**src/rtl/gpu_pkg.sv**
```systemverilog
// Shared GPU descriptor definitions: copier FSM encoding, default descriptor
// layout and small width helpers.
package gpu_pkg;

  typedef enum logic [2:0] {
    ST_IDLE,
    ST_CLEAR,
    ST_ISSUE,
    ST_CAPTURE,
    ST_SEND,
    ST_DONE
  } copier_state_e;

  localparam int GPU_WORDS_PER_RECT = 6;
  localparam int GPU_FLAGS_WORD     = 0;

  // The enable flag lives in the MSB of the flags word.
  function automatic int gpu_enable_bit(input int data_width);
    return data_width - 1;
  endfunction

  function automatic int clog2_min1(input int n);
    return (n > 1) ? $clog2(n) : 1;
  endfunction

endpackage

```
**src/rtl/rect_addr_gen.sv**
```systemverilog
// Rect/word counters and the descriptor read address (BASE + rect*WPR + word,
// wrapping modulo 2^ADDR_WIDTH). The address register only moves on a counter update.
module rect_addr_gen
  import gpu_pkg::*;
#(
  parameter int                    RECT_COUNT     = 64,
  parameter int                    WORDS_PER_RECT = GPU_WORDS_PER_RECT,
  parameter int                    ADDR_WIDTH     = 16,
  parameter logic [ADDR_WIDTH-1:0] BASE_ADDR      = '0,
  parameter int                    WORD_W         = clog2_min1(WORDS_PER_RECT)
) (
  input  logic                  clk,
  input  logic                  reset,
  input  logic                  clr_i,
  input  logic                  adv_word_i,
  input  logic                  adv_rect_i,
  output logic [WORD_W-1:0]     word_o,
  output logic                  last_word_o,
  output logic                  last_rect_o,
  output logic [ADDR_WIDTH-1:0] addr_o
);

  localparam int RECT_W = clog2_min1(RECT_COUNT);

  logic [RECT_W-1:0]     rect_q, rect_d;
  logic [WORD_W-1:0]     word_q, word_d;
  logic [ADDR_WIDTH-1:0] addr_q, addr_d;
  logic                  upd;

  always_comb begin
    rect_d = rect_q;
    word_d = word_q;
    if (clr_i) begin
      rect_d = '0;
      word_d = '0;
    end else if (adv_rect_i) begin
      rect_d = rect_q + 1'b1;
      word_d = '0;
    end else if (adv_word_i) begin
      word_d = word_q + 1'b1;
    end
  end

  // Truncating casts give the silent wrap at the top of the address space.
  assign addr_d = BASE_ADDR
                + ADDR_WIDTH'(32'(rect_d) * 32'(WORDS_PER_RECT))
                + ADDR_WIDTH'(32'(word_d));
  assign upd    = clr_i | adv_rect_i | adv_word_i;

  always_ff @(posedge clk or negedge reset) begin
    if (!reset) begin
      rect_q <= '0;
      word_q <= '0;
      addr_q <= '0;
    end else begin
      rect_q <= rect_d;
      word_q <= word_d;
      if (upd) addr_q <= addr_d;
    end
  end

  assign word_o      = word_q;
  assign last_word_o = (word_q == WORD_W'(WORDS_PER_RECT - 1));
  assign last_rect_o = (rect_q == RECT_W'(RECT_COUNT - 1));
  assign addr_o      = addr_q;

endmodule

```
**src/rtl/rect_list_copier.sv**
```systemverilog
// Walks a frame's rectangle descriptor list in data memory and streams each
// enabled descriptor to the GPU over a valid/ready word interface.
module rect_list_copier
  import gpu_pkg::*;
#(
  parameter int                    RECT_COUNT     = 64,
  parameter int                    WORDS_PER_RECT = GPU_WORDS_PER_RECT,
  parameter int                    ADDR_WIDTH     = 16,
  parameter int                    DATA_WIDTH     = 16,
  parameter logic [ADDR_WIDTH-1:0] BASE_ADDR      = '0,
  parameter bit                    SKIP_DISABLED  = 1'b1
) (
  input  logic                                   clk,
  input  logic                                   reset,
  input  logic                                   copy_start,
  input  logic                                   copy_abort,
  output logic [ADDR_WIDTH-1:0]                  mem_din_addr,
  input  logic [DATA_WIDTH-1:0]                  mem_din,
  output logic [DATA_WIDTH-1:0]                  mem_dout,
  output logic                                   gpu_valid,
  input  logic                                   gpu_ready,
  output logic [clog2_min1(WORDS_PER_RECT)-1:0]  gpu_word_idx,
  output logic                                   gpu_last,
  output logic                                   gpu_reset,
  output logic                                   busy,
  output logic                                   done,
  output logic [$clog2(RECT_COUNT+1)-1:0]        rects_sent
);

  localparam int EN_BIT = gpu_enable_bit(DATA_WIDTH);
  localparam int WORD_W = clog2_min1(WORDS_PER_RECT);
  localparam int CNT_W  = $clog2(RECT_COUNT + 1);

  copier_state_e         state_q, state_d;
  logic [DATA_WIDTH-1:0] dout_q, dout_d;
  logic [CNT_W-1:0]      sent_q, sent_d;
  logic                  clr, adv_word, adv_rect;
  logic [WORD_W-1:0]     word;
  logic                  last_word, last_rect;
  logic                  xfer;

  rect_addr_gen #(
    .RECT_COUNT     (RECT_COUNT),
    .WORDS_PER_RECT (WORDS_PER_RECT),
    .ADDR_WIDTH     (ADDR_WIDTH),
    .BASE_ADDR      (BASE_ADDR),
    .WORD_W         (WORD_W)
  ) u_addr_gen (
    .clk         (clk),
    .reset       (reset),
    .clr_i       (clr),
    .adv_word_i  (adv_word),
    .adv_rect_i  (adv_rect),
    .word_o      (word),
    .last_word_o (last_word),
    .last_rect_o (last_rect),
    .addr_o      (mem_din_addr)
  );

  assign xfer = gpu_valid && gpu_ready;

  always_comb begin
    state_d  = state_q;
    dout_d   = dout_q;
    sent_d   = sent_q;
    clr      = 1'b0;
    adv_word = 1'b0;
    adv_rect = 1'b0;
    if (copy_abort && state_q != ST_IDLE) begin
      state_d = ST_IDLE;
    end else begin
      case (state_q)
        ST_IDLE: begin
          if (copy_start) begin
            clr     = 1'b1;
            sent_d  = '0;
            state_d = ST_CLEAR;
          end
        end
        ST_CLEAR: state_d = ST_ISSUE;
        ST_ISSUE: state_d = ST_CAPTURE;
        ST_CAPTURE: begin
          dout_d = mem_din;
          if (SKIP_DISABLED && word == '0 && !mem_din[EN_BIT]) begin
            if (last_rect) begin
              state_d = ST_DONE;
            end else begin
              adv_rect = 1'b1;
              state_d  = ST_ISSUE;
            end
          end else begin
            state_d = ST_SEND;
          end
        end
        ST_SEND: begin
          if (xfer) begin
            if (!last_word) begin
              adv_word = 1'b1;
              state_d  = ST_ISSUE;
            end else if (!last_rect) begin
              adv_rect = 1'b1;
              sent_d   = sent_q + 1'b1;
              state_d  = ST_ISSUE;
            end else begin
              sent_d  = sent_q + 1'b1;
              state_d = ST_DONE;
            end
          end
        end
        ST_DONE: state_d = ST_IDLE;
        default: state_d = ST_IDLE;
      endcase
    end
  end

  always_ff @(posedge clk or negedge reset) begin
    if (!reset) begin
      state_q <= ST_IDLE;
      dout_q  <= '0;
      sent_q  <= '0;
    end else begin
      state_q <= state_d;
      dout_q  <= dout_d;
      sent_q  <= sent_d;
    end
  end

  // Valid drops with abort so the GPU never sees a handshake the copier discards.
  assign gpu_valid    = (state_q == ST_SEND) && !copy_abort;
  assign gpu_last     = (state_q == ST_SEND) && last_word;
  assign gpu_word_idx = word;
  assign gpu_reset    = (state_q == ST_CLEAR);
  assign done         = (state_q == ST_DONE);
  assign busy         = (state_q != ST_IDLE);
  assign mem_dout     = dout_q;
  assign rects_sent   = sent_q;

endmodule

```
**config.mk**
```make
export PLATFORM = sky130hd
export DESIGN_NAME = rect_list_copier
export DESIGN_NICKNAME = d
export VERILOG_FILES = /design/src/rtl/gpu_pkg.sv /design/src/rtl/rect_addr_gen.sv /design/src/rtl/rect_list_copier.sv
export SDC_FILE = /design/constraint.sdc
export NUM_CORES = 1
export LEC_CHECK = 0
export BUFFER_PORTS_ARGS = -buffer_cell sky130_fd_sc_hd__buf_2
export CELL_PAD_IN_SITES_DETAIL_PLACEMENT = 1
export CELL_PAD_IN_SITES_GLOBAL_PLACEMENT = 1
export CORE_ASPECT_RATIO = 0.7
export CORE_UTILIZATION = 45
export CTS_BUF_LIST = sky130_fd_sc_hd__clkbuf_4 sky130_fd_sc_hd__clkbuf_8
export CTS_CLUSTER_SIZE = 30
export DETAILED_ROUTE_END_ITERATION = 8
export PLACE_DENSITY = 0.85
export SKIP_CTS_REPAIR_TIMING = 1
export SLEW_MARGIN = 20
export SYNTH_ARGS = -nofsm -noshare
export SYNTH_HDL_FRONTEND = slang
export SYNTH_SLANG_ARGS = --single-unit
export TNS_END_PERCENT = 100
```
**constraint.sdc**
```tcl
create_clock -name clk -period 7.05 [get_ports clk]
set_input_delay 1.41 -clock clk [delete_from_list [all_inputs] [get_ports clk]]
set_output_delay 1.41 -clock clk [all_outputs]
set_load 0.02 [all_outputs]
```
==> results.toml <==
[status]
status = "finished, violations left"
violations = "DRC"

[setup_path]
r2r_slack_ns = 2.74
r2r_start = "state_q[2]"
worstSetupPathType = "in -> reg"
critPathMaxFanout = 18
rr_worst_depth = 12
worstSetupStartpointType = "input port"
critical_path.endpoint = "u_addr_gen.addr_o[7]"
worstSetupEndpointType = "flop"
required_ns = 7.21
cp.arrival_ns = 5.21
r2r-end = "u_addr_gen.addr_o[7]"
startpoint = "copy_abort"

[sta]
clock_skew_ns = 0.009508
worst_pin_slew_ns = 0.6828
finalCritPeriodShare_pct = 71.62
relSlewSlack_pct = 53.58
setup_viol = 0
slew_violations = 0
max_clock_freq_mhz = 198.0
rsz0062_at_grt = "no"
finalSetupTns_ns = 0
finalHoldViolations = 0
period_minus_slack_ns = 5.049
whs_ns = 0.5109

[floorplanning]
ios = 68
dieArea_mm2 = 0.006308
start_util_pct = 46.83
die_x_um = 94.50
placementRows = 23
die_h_um = 66.75
coreArea_mm2 = 0.005756

[run]
drv_cap = 0

[logic_synthesis]
yosysTopAreaCell = "dfrtp_1"
synth.avg_cell_area_um2 = 10.21
ys.flop_type = "dfrtp_1"
netlist_instances = 264
synth_area_mm2 = 0.002695
ys_seq_elements = 45
yosys-top-cells-area = "dfrtp_1 (42%), mux2_2 (8.4%), ha_1 (6.0%)"
synth_top_area_share_pct = 41.78
ys_async_sr_fraction_pct = 100.0
synth_seq_area_share_pct = 41.78
synth_edf_count = 0
ys_types = 60
yosysWarnings = 0

[routing]
firstDrtPassIters = 6
num_vias = 2224
antenna_left = 0
drt_iter0_markers = 83
vias_per_cell = 5.546
wirelength_mm = 6.657
drc = 2
wl_per_cell_um = 16.60

[cts]
cts_tree = "built"
cts.sinks = 45
clk_transition_reported_paths_ns = 0.09
cts_max_path_buffers = 2
clk_latency_ns = 0.30
h-tree-depth = 2
cts_buffers = 5
cts_root_buffer = "clkbuf_8"

[placed_design]
gp_congestion = 0.8457
dp_hpwl_mm = 5.035
io_buffers = 61

[power_and_ir_drop]
p_switching_w = 0.0003491
vdd_drop_max_uv = 163.9
internal_power_w = 0.0005574
sw_frac_of_total_pct = 38.51
p_comb_share_pct = 36.7
pwr-share-clk_pct = 22.5
powerDensity_mw_per_mm2 = 287.7
seq_power_share_pct = 40.9
p_leak_nw = 1.575

[global_routing]
grt_max_degree = 46
antenna_found_initial = 0
grt_pass1_vias = 2259
grtUsageTotal_pct = 23.13
grt-ovfl-total = 0
grt_pass1_wl_mm = 11.12

[hold_path]
min_path_type = "reg -> reg"

[cells_and_area]
antenna_cells = 0
seqCellArea_mm2 = 0.001126
layout-drive-gt1-share_pct = 32.82
multiInputGateArea_mm2 = 0.001478
final_nets = 360
nFillCells = 677
syn2layout_area_growth_pct = 16.90
==> worst min path at each step <==
stage                                to  cells past startpoint        start  slack, ns
after detailed placement    mem_dout[5]                      1  mem_dout[5]       0.49
after global placement      mem_dout[6]                      1  mem_dout[6]       0.49
after global routing        mem_dout[4]                      1  mem_dout[4]       0.54
after floorplan           rects_sent[1]                      2   state_q[2]       0.57
final                       mem_dout[6]                      1  mem_dout[6]       0.51
after CTS                   mem_dout[9]                      1  mem_dout[9]       0.52
==> flip-flops by register name, indices dropped and copies added (netlist names) <==
signal and count:
mem_dout 16, u_addr_gen.addr_o 10, rects_sent 7, u_addr_gen.rect_q 6, state_q 3, u_addr_gen.word_o 3
==> synthesized netlist by cell type (2+ instances only) <==
cell type  instances
a21oi_1           16
and2_1             3
and3_1             2
buf_4              6
buf_6              2
clkbuf_1           3
dfrtp_1           45
ha_1              13
inv_1              5
mux2_2            20
mux2i_1            5
nand2_1           20
nand2b_1           2
nand3_1           12
nand4_1            3
nor2_1            35
nor3_1             2
o211ai_1           4
o21ai_0            9
or3_1              3
xnor2_1            6
xor2_1            10
==> through the flow <==
stage | utilization (%) | power [W] | instances | area [um2] | setup slack [ns]
final | 54.74 | 0.0009065 | 401 | 3151 | 2.001
after global routing | 54.74 | 0.0009582 | 401 | 3151 | 1.769
after CTS | 54.70 | 0.0009148 | 401 | 3148 | 1.994
after detailed placement | 52.65 | 0.0007078 | 393 | 3030 | 1.686
after global placement | 52.65 | 0.0006928 | 393 | 3030 | 1.879
after floorplan | - | 0.0005950 | 269 | 2714 | 2.366
==> metal layers <==
layer,vias to the layer above,GRT usage (%),part of all wire [%]
li1,1047,-,-
met1,1105,31.75,48
met2,68,37.41,46
met3,4,5.365,5.3
met4,0,4.735,0.47
met5,-,0,0
==> layout make-up <==
| type | count | share of cell area, % |
|---|---|---|
| flip-flops and latches | 45 | 35.74 |
| repair buffers | 61 | 9.770 |
| clock inverters | 3 | 1.549 |
| inverters | 6 | 0.8737 |
| multi-input cells | 206 | 46.90 |
| clock buffers | 5 | 2.184 |
| well taps | 75 | 2.979 |
==> cell families after synthesis <==
| family | Yosys count | share of synthesized area, % |
|---|---|---|
| AO/OA/AOI/OAI | 48 | 13.09 |
| XOR/XNOR | 16 | 5.199 |
| adder cells (fa/ha/maj) | 14 | 6.778 |
| buffers and inverters | 18 | 4.085 |
| flip-flops | 45 | 41.78 |
| multiplexers | 26 | 10.72 |
| other | 1 | 0.1391 |
| AND/OR/NAND/NOR | 96 | 18.20 |
==> power groups by stage <==
stage                     clock [W]  combinational, W  sequential, W
after detailed placement          0          0.000334       0.000373
after floorplan                   0          0.000148       0.000447
after global routing       0.000218          0.000362       0.000379
final                      0.000204          0.000333       0.000370
after global placement            0          0.000324       0.000369
after CTS                  0.000209          0.000336       0.000370
==> worst max-delay path: stages <==
cell and delay, ns:
buf_2 0.13, and4bb_2 0.60, nand2_1 0.22, a211oi_4 0.33
mux2i_2 0.64, clkinv_4 0.18, ha_1 0.34, a31oi_2 0.23
mux2i_1 0.35, a2111oi_4 0.16, nor4_2 0.37, xnor2_1 0.16
a21oi_1 0.08
==> placed cells by master, fill, tap and decap left out, types with 2 or more instances in the layout <==
cell type / instances
inv_1: 5
mux2i_1: 5
nand2_1: 20
xnor2_1: 6
o211ai_1: 4
buf_2: 60
nand2b_1: 2
ha_1: 13
conb_1: 6
clkbuf_8: 5
or3_1: 3
mux2_2: 20
and2_1: 3
a21oi_1: 16
xor2_1: 10
nor2_1: 35
and3_1: 2
dfrtp_1: 45
nand4_1: 3
o21ai_0: 9
nand3_1: 12
nor3_1: 2
No activity file was read; power rests on OpenSTA's default activity.
